===== config.mk =====
export PLATFORM = sky130hd
export DESIGN_NAME = uart_rx_fifo
export DESIGN_NICKNAME = d
export VERILOG_FILES = /design/src/rtl/uart_rx_fifo.sv
export SDC_FILE = /design/constraint.sdc
export NUM_CORES = 1
export LEC_CHECK = 0
export ABC_AREA = 1
export BUFFER_PORTS_ARGS = -buffer_cell sky130_fd_sc_hd__buf_2
export CAP_MARGIN = 20
export CORE_AREA = 2 2 66 130
export DETAILED_ROUTE_END_ITERATION = 8
export DIE_AREA = 0 0 68 132
export PLACE_DENSITY = 0.69
export SLEW_MARGIN = 20
export SYNTH_ARGS = -nofsm -noshare
export SYNTH_HDL_FRONTEND = slang
export SYNTH_SLANG_ARGS = --single-unit

===== constraint.sdc =====
create_clock -name clk -period 7.35 [get_ports clk]
set_clock_uncertainty 0.15 [all_clocks]
set_input_delay 0.3675 -clock clk [delete_from_list [all_inputs] [get_ports clk]]
set_output_delay 0.3675 -clock clk [all_outputs]
set_load 0.005 [all_outputs]

===== src/rtl/uart_rx_fifo.sv =====
// UART receiver with 2-flop input synchronizer, start-glitch rejection, optional parity,
// and a show-ahead receive FIFO with sticky frame/parity/overrun error flags.
module uart_rx_fifo #(
   parameter int CLK_DIV    = 2604,
   parameter int DATA_BITS  = 8,
   parameter int PARITY_EN  = 0,
   parameter int PARITY_ODD = 0,
   parameter int FIFO_DEPTH = 4
) (
   input  logic                          clk,
   input  logic                          rst_n,
   input  logic                          RX,
   input  logic                          rd_en,
   input  logic                          err_clr,
   output logic [DATA_BITS-1:0]          rx_data,
   output logic                          rdy,
   output logic [$clog2(FIFO_DEPTH):0]   fifo_cnt,
   output logic                          frm_err,
   output logic                          par_err,
   output logic                          ovr_err
);

   localparam int              BW       = $clog2(CLK_DIV);
   localparam int              AW       = $clog2(FIFO_DEPTH);
   localparam int              CW       = AW + 1;
   localparam logic [BW-1:0]   FULL_BIT = BW'(CLK_DIV - 1);
   localparam logic [BW-1:0]   HALF_BIT = BW'(CLK_DIV / 2 - 1);
   localparam logic [3:0]      LAST_BIT = 4'(DATA_BITS - 1);
   localparam logic            ODD      = (PARITY_ODD != 0);
   localparam logic [CW-1:0]   FULL_CNT = CW'(FIFO_DEPTH);

   typedef enum logic [2:0] {
      S_IDLE, S_START, S_DATA, S_PARITY, S_STOP, S_BREAK
   } state_e;

   logic [1:0]           sync_q;
   logic                 rx_s;
   state_e               state_q;
   logic [BW-1:0]        baud_q;
   logic [3:0]           bit_cnt_q;
   logic [DATA_BITS-1:0] shift_q;
   logic                 par_bad_q;
   logic                 baud_done;

   // Synchronizer resets to the idle-high line level so reset release never looks like a start bit.
   always_ff @(posedge clk or negedge rst_n) begin
      if (!rst_n) sync_q <= 2'b11;
      else        sync_q <= {sync_q[0], RX};
   end

   assign rx_s      = sync_q[1];
   assign baud_done = (baud_q == '0);

   // NOTE: sequential state uses non-blocking assignments so every flop samples pre-edge values.
   always_ff @(posedge clk or negedge rst_n) begin
      if (!rst_n) begin
         state_q   <= S_IDLE;
         baud_q    <= '0;
         bit_cnt_q <= '0;
         shift_q   <= '0;
         par_bad_q <= 1'b0;
      end else begin
         case (state_q)
            S_IDLE: begin
               par_bad_q <= 1'b0;
               if (!rx_s) begin
                  state_q <= S_START;
                  baud_q  <= HALF_BIT;
               end
            end
            S_START: begin
               if (baud_done) begin
                  if (rx_s) begin
                     state_q <= S_IDLE;
                  end else begin
                     state_q   <= S_DATA;
                     baud_q    <= FULL_BIT;
                     bit_cnt_q <= '0;
                  end
               end else begin
                  baud_q <= baud_q - BW'(1);
               end
            end
            S_DATA: begin
               if (baud_done) begin
                  shift_q   <= {rx_s, shift_q[DATA_BITS-1:1]};
                  baud_q    <= FULL_BIT;
                  bit_cnt_q <= bit_cnt_q + 4'd1;
                  if (bit_cnt_q == LAST_BIT)
                     state_q <= (PARITY_EN != 0) ? S_PARITY : S_STOP;
               end else begin
                  baud_q <= baud_q - BW'(1);
               end
            end
            S_PARITY: begin
               if (baud_done) begin
                  par_bad_q <= rx_s != ((^shift_q) ^ ODD);
                  baud_q    <= FULL_BIT;
                  state_q   <= S_STOP;
               end else begin
                  baud_q <= baud_q - BW'(1);
               end
            end
            S_STOP: begin
               if (baud_done) state_q <= rx_s ? S_IDLE : S_BREAK;
               else           baud_q  <= baud_q - BW'(1);
            end
            S_BREAK: begin
               if (rx_s) state_q <= S_IDLE;
            end
            default: state_q <= S_IDLE;
         endcase
      end
   end

   logic push, frm_set, par_set;

   // NOTE: every always_comb output gets a default first, so no path can infer a latch.
   always_comb begin
      push    = 1'b0;
      frm_set = 1'b0;
      par_set = 1'b0;
      if (state_q == S_STOP && baud_done) begin
         push    = rx_s && !par_bad_q;
         frm_set = !rx_s;
         par_set = par_bad_q;
      end
   end

   logic [DATA_BITS-1:0] mem_q [FIFO_DEPTH];
   logic [AW-1:0]        wr_ptr_q, rd_ptr_q;
   logic [CW-1:0]        cnt_q;
   logic                 empty, full, pop, wr, ovr_set;

   assign empty   = (cnt_q == '0);
   assign full    = (cnt_q == FULL_CNT);
   assign pop     = rd_en && !empty;
   // A full FIFO still accepts a word when the head leaves in the same cycle.
   assign wr      = push && (!full || pop);
   assign ovr_set = push && full && !pop;

   always_ff @(posedge clk or negedge rst_n) begin
      if (!rst_n) begin
         wr_ptr_q <= '0;
         rd_ptr_q <= '0;
         cnt_q    <= '0;
      end else begin
         if (wr)  wr_ptr_q <= wr_ptr_q + AW'(1);
         if (pop) rd_ptr_q <= rd_ptr_q + AW'(1);
         cnt_q <= cnt_q + CW'(wr) - CW'(pop);
      end
   end

   // NOTE: storage is not reset; cnt_q gates visibility, so stale contents are never observed.
   always_ff @(posedge clk) begin
      if (wr) mem_q[wr_ptr_q] <= shift_q;
   end

   assign rx_data  = empty ? '0 : mem_q[rd_ptr_q];
   assign rdy      = !empty;
   assign fifo_cnt = cnt_q;

   logic [2:0] err_q, err_d;

   // Clear first, then OR in new events so a set in the clearing cycle survives.
   always_comb begin
      err_d = err_clr ? 3'b000 : err_q;
      err_d = err_d | {ovr_set, par_set, frm_set};
   end

   always_ff @(posedge clk or negedge rst_n) begin
      if (!rst_n) err_q <= 3'b000;
      else        err_q <= err_d;
   end

   assign {ovr_err, par_err, frm_err} = err_q;

endmodule


==> reports/metrics.csv <==
stage,metric,value,unit
clocking,Max clock buf depth,2,
logic_synthesis,post-synthesis xor/xnor area fraction,0.0212,
timing,hold slack,0.0151,ns
finish,multi-input logic area,1480,um^2
setup_path,CP Capture Type,flop,
clocking,Inserted Clock Buffers,9,
job,Max Cap Viol,0,
detailed_routing,WL per Instance,13.6,um
logic_synthesis,register area share after synthesis,0.529,
finish,Synth-to-Final Area Change,12.3,%
global_routing,vias in the first global route,2791,
detailed_routing,vias post-DR,2800,
die,IO Count,20,
setup_path,startpoint types,flop,
logic_synthesis,main area contributors after synthesis,"edfxtp_1, dfrtp_1, nand2_1",
place,port bufs,19,
timing,fmax,0.339,GHz
detailed_routing,Routed Antenna Nets,0,
logic_synthesis,mux cell area share after synthesis,0,
global_routing,gr usage total,0.188,
global_routing,initial antenna violation count,0,
clocking,post-CTS setup buffers,0,
finish,Layout fillers,745,
logic_synthesis,top-area cell type share of the netlist area,0.259,
die,Die ar.,8980,um^2
clocking,PostCTS Resize Cnt,0,
logic_synthesis,adder-cell share of the synthesized area,0.0324,
place,Detailed Place HPWL,5600,um
logic_synthesis,Synth Area per Inst,8.88,um^2
timing,Final Hold Violating Endpoints,0,
die,initial core utilization,0.467,
clocking,H-tree depth,3,
die,Core Region,7940,um^2
global_routing,first-pass GRT wire length,12500,um
clocking,CTS tree,done,
detailed_routing,vias per cell,5.15,
place,RePlAce Congestion,0.898,
timing,Tmin final,2.95,ns
logic_synthesis,Post-Synth Simple-Gate Area,0.256,
finish,"Core Util, Final",0.525,
logic_synthesis,synth warn,0,
detailed_routing,iteration count of the initial detailed-routing pass,6,
detailed_routing,Remaining DRCs,0,
timing,slew at the pin closest to its max-slew limit,0.905,ns
die,row cnt,46,
timing,RSZ-0062 raised after global routing,false,
min_path,Hold Crit Class,input port to async pin,
finish,register area,1960,um^2
status,outcome,"finished, final reports clean",
logic_synthesis,main combinational cell family by area after synthesis,simple AND/OR/NAND/NOR gates,
logic_synthesis,post-synthesis cell count,418,
setup_path,Crit Path Class,flop to flop,
clocking,CTS root buffer,clkbuf_16,
global_routing,largest net degree at the start of global routing,41,
logic_synthesis,flip-flop and latch count after synthesis,72,
pwr,Max IR drop VDD,0.112,mV
logic_synthesis,Mapped Area,3710,um^2
timing,setup_tns,0,ns
logic_synthesis,count of cell types in the netlist,41,
timing,Worst slew margin,0.396,
global_routing,overflow left after global routing,0,
setup_path,data arrival time of the worst path,3.06,ns
logic_synthesis,post-synth net total,432,
die,die height,132,um
finish,share of post-route cells with drive strength above 1,0.154,
logic_synthesis,compound-gate portion of the synthesized area,0.0903,
timing,final worst path period share,0.401,
finish,"Cell Count, Final, Fillers Out",544,
clocking,TritonCTS Sinks,72,
logic_synthesis,Synth area leader,edfxtp_1,
clocking,clk_lat worst skew,0.33,ns
timing,slack of the critical path,4.40,ns
place,placed cells,527,
finish,antenna cell count,0,
timing,Slew Limit Fails,0,
clocking,register clock-pin slew on the reported worst setup and hold paths,0.06,ns
detailed_routing,Initial DRC Count,191,
finish,post-layout net count,457,
place,Placement Setup Slack,4.38,ns
pwr,pwr dens,253,nW/um^2
timing,Setup-failing EPs final,0,
setup_path,crit-path max FO,8,
setup_path,CP required,7.46,ns
detailed_routing,routed wire length,7370,um
die,Die W,68,um
pwr,Static Leak,1.95,nW
-- worst paths after layout --
path	slack, ns	startpoint	end	depth (start not counted)
max	4.40	baud_q[0]	fifo_cnt[2]	13
min	0.02	rst_n	baud_q[3]	1
max reg2reg	4.40	baud_q[0]	fifo_cnt[2]	13
min reg2reg	0.20	sync_q[0]	sync_q[1]	0
max in group asynchronous	6.47	rst_n	shift_q[2]	1
min in group clk	0.15	err_clr	err_q[2]	2
-- cell families after synthesis --
family          Yosys count
compound gates           56
xor+xnor                  9
fa+ha+maj                 9
buf+inv                  61
flops                    72
simple gates            211
-- routing by layer --
layer	routed length, um	track usage	vias up
met3	195	0.0512	24
li1	-	-	1405
met2	4280	0.344	51
met5	0	0	-
met1	2570	0.173	1320
met4	328	0.106	0
-- cell type report --
class / instances / share of cell area
Clock buffer: 11 / 0.0582
Clock inverter: 5 / 0.00781
Inverter: 55 / 0.0525
Multi-Input combinational cell: 285 / 0.356
Sequential cell: 72 / 0.471
Tap cell: 96 / 0.0288
Timing Repair Buffer: 20 / 0.0252
-- stage by stage --
| step | power [W] | area, um^2 |
|---|---|---|
| after floorplan | 0.000600 | 3710 |
| after global placement | 0.000665 | 3880 |
| after detailed placement | 0.000672 | 3880 |
| after CTS | 0.00107 | 4170 |
| after global routing | 0.00113 | 4170 |
| final | 0.00106 | 4170 |
-- synthesized netlist by cell type --
cell type / instances
nor3_4: 1
o211ai_1: 1
nor2_8: 1
o22ai_1: 3
o21ai_1: 3
clkinv_1: 3
a22oi_1: 2
nor3_1: 1
clkbuf_1: 1
nor4_1: 1
nand4_4: 1
o21ai_2: 9
nor2_4: 1
nand3_4: 1
dfrtp_1: 38
inv_2: 8
nand3_2: 1
a21oi_1: 10
inv_1: 43
xnor2_1: 2
buf_8: 1
buf_2: 3
o21bai_1: 1
fa_1: 1
ha_1: 8
nor2_1: 55
nand3_1: 23
edfxtp_1: 32
dfstp_2: 2
buf_6: 1
clkinv_8: 1
o32ai_1: 1
xor2_1: 7
o21ai_0: 25
nand2_2: 5
nand4_1: 5
nand2_1: 112
a21oi_2: 1
nor2_2: 1
nand2_8: 1
nand2_4: 1
-- placed cells by master (no fill, tap or decap), drive strengths merged, types with 6 or more instances in the layout --
cell	count
clkbuf	11
o21ai	37
a21oi	11
nand2	119
ha	8
edfxtp	32
inv	51
xor2	7
clkinv	6
dfrtp	38
nand4	6
nand3	25
buf	19
nor2	58
-- state kept, by name (all words and copies together) (netlist names) --
| name | flops |
|---|---|
| mem_q | 32 |
| baud_q | 12 |
| shift_q | 8 |
| bit_cnt_q | 4 |
| err_q | 3 |
| fifo_cnt | 3 |
| state_q | 3 |
| rd_ptr_q | 2 |
| sync_q | 2 |
| wr_ptr_q | 2 |
| par_bad_q | 1 |
-- power by group --
part | internal, W | switching (W)
registers | 0.000434 | 0.0000357
clock network | 0.000236 | 0.000160
logic | 0.0000853 | 0.000105
total | 0.000756 | 0.000300
-- critical path: stages, from the launching register on --
cell	delay, ns
dfrtp_1	0.39
inv_1	0.15
ha_1	0.26
nand3_4	0.14
nor2_8	0.19
nand2_4	0.12
clkinv_8	0.10
nand4_4	0.12
ha_1	0.31
inv_1	0.04
ha_1	0.18
fa_1	0.38
xnor2_1	0.17
xor2_1	0.16
-- timing repair --
item                                   4_1_cts  5_1_grt
setup endpoints to repair                    0        0
endpoints found under the hold margin        1        0
hold buffers                                 1        0
Power figures use the tool's default switching activity.
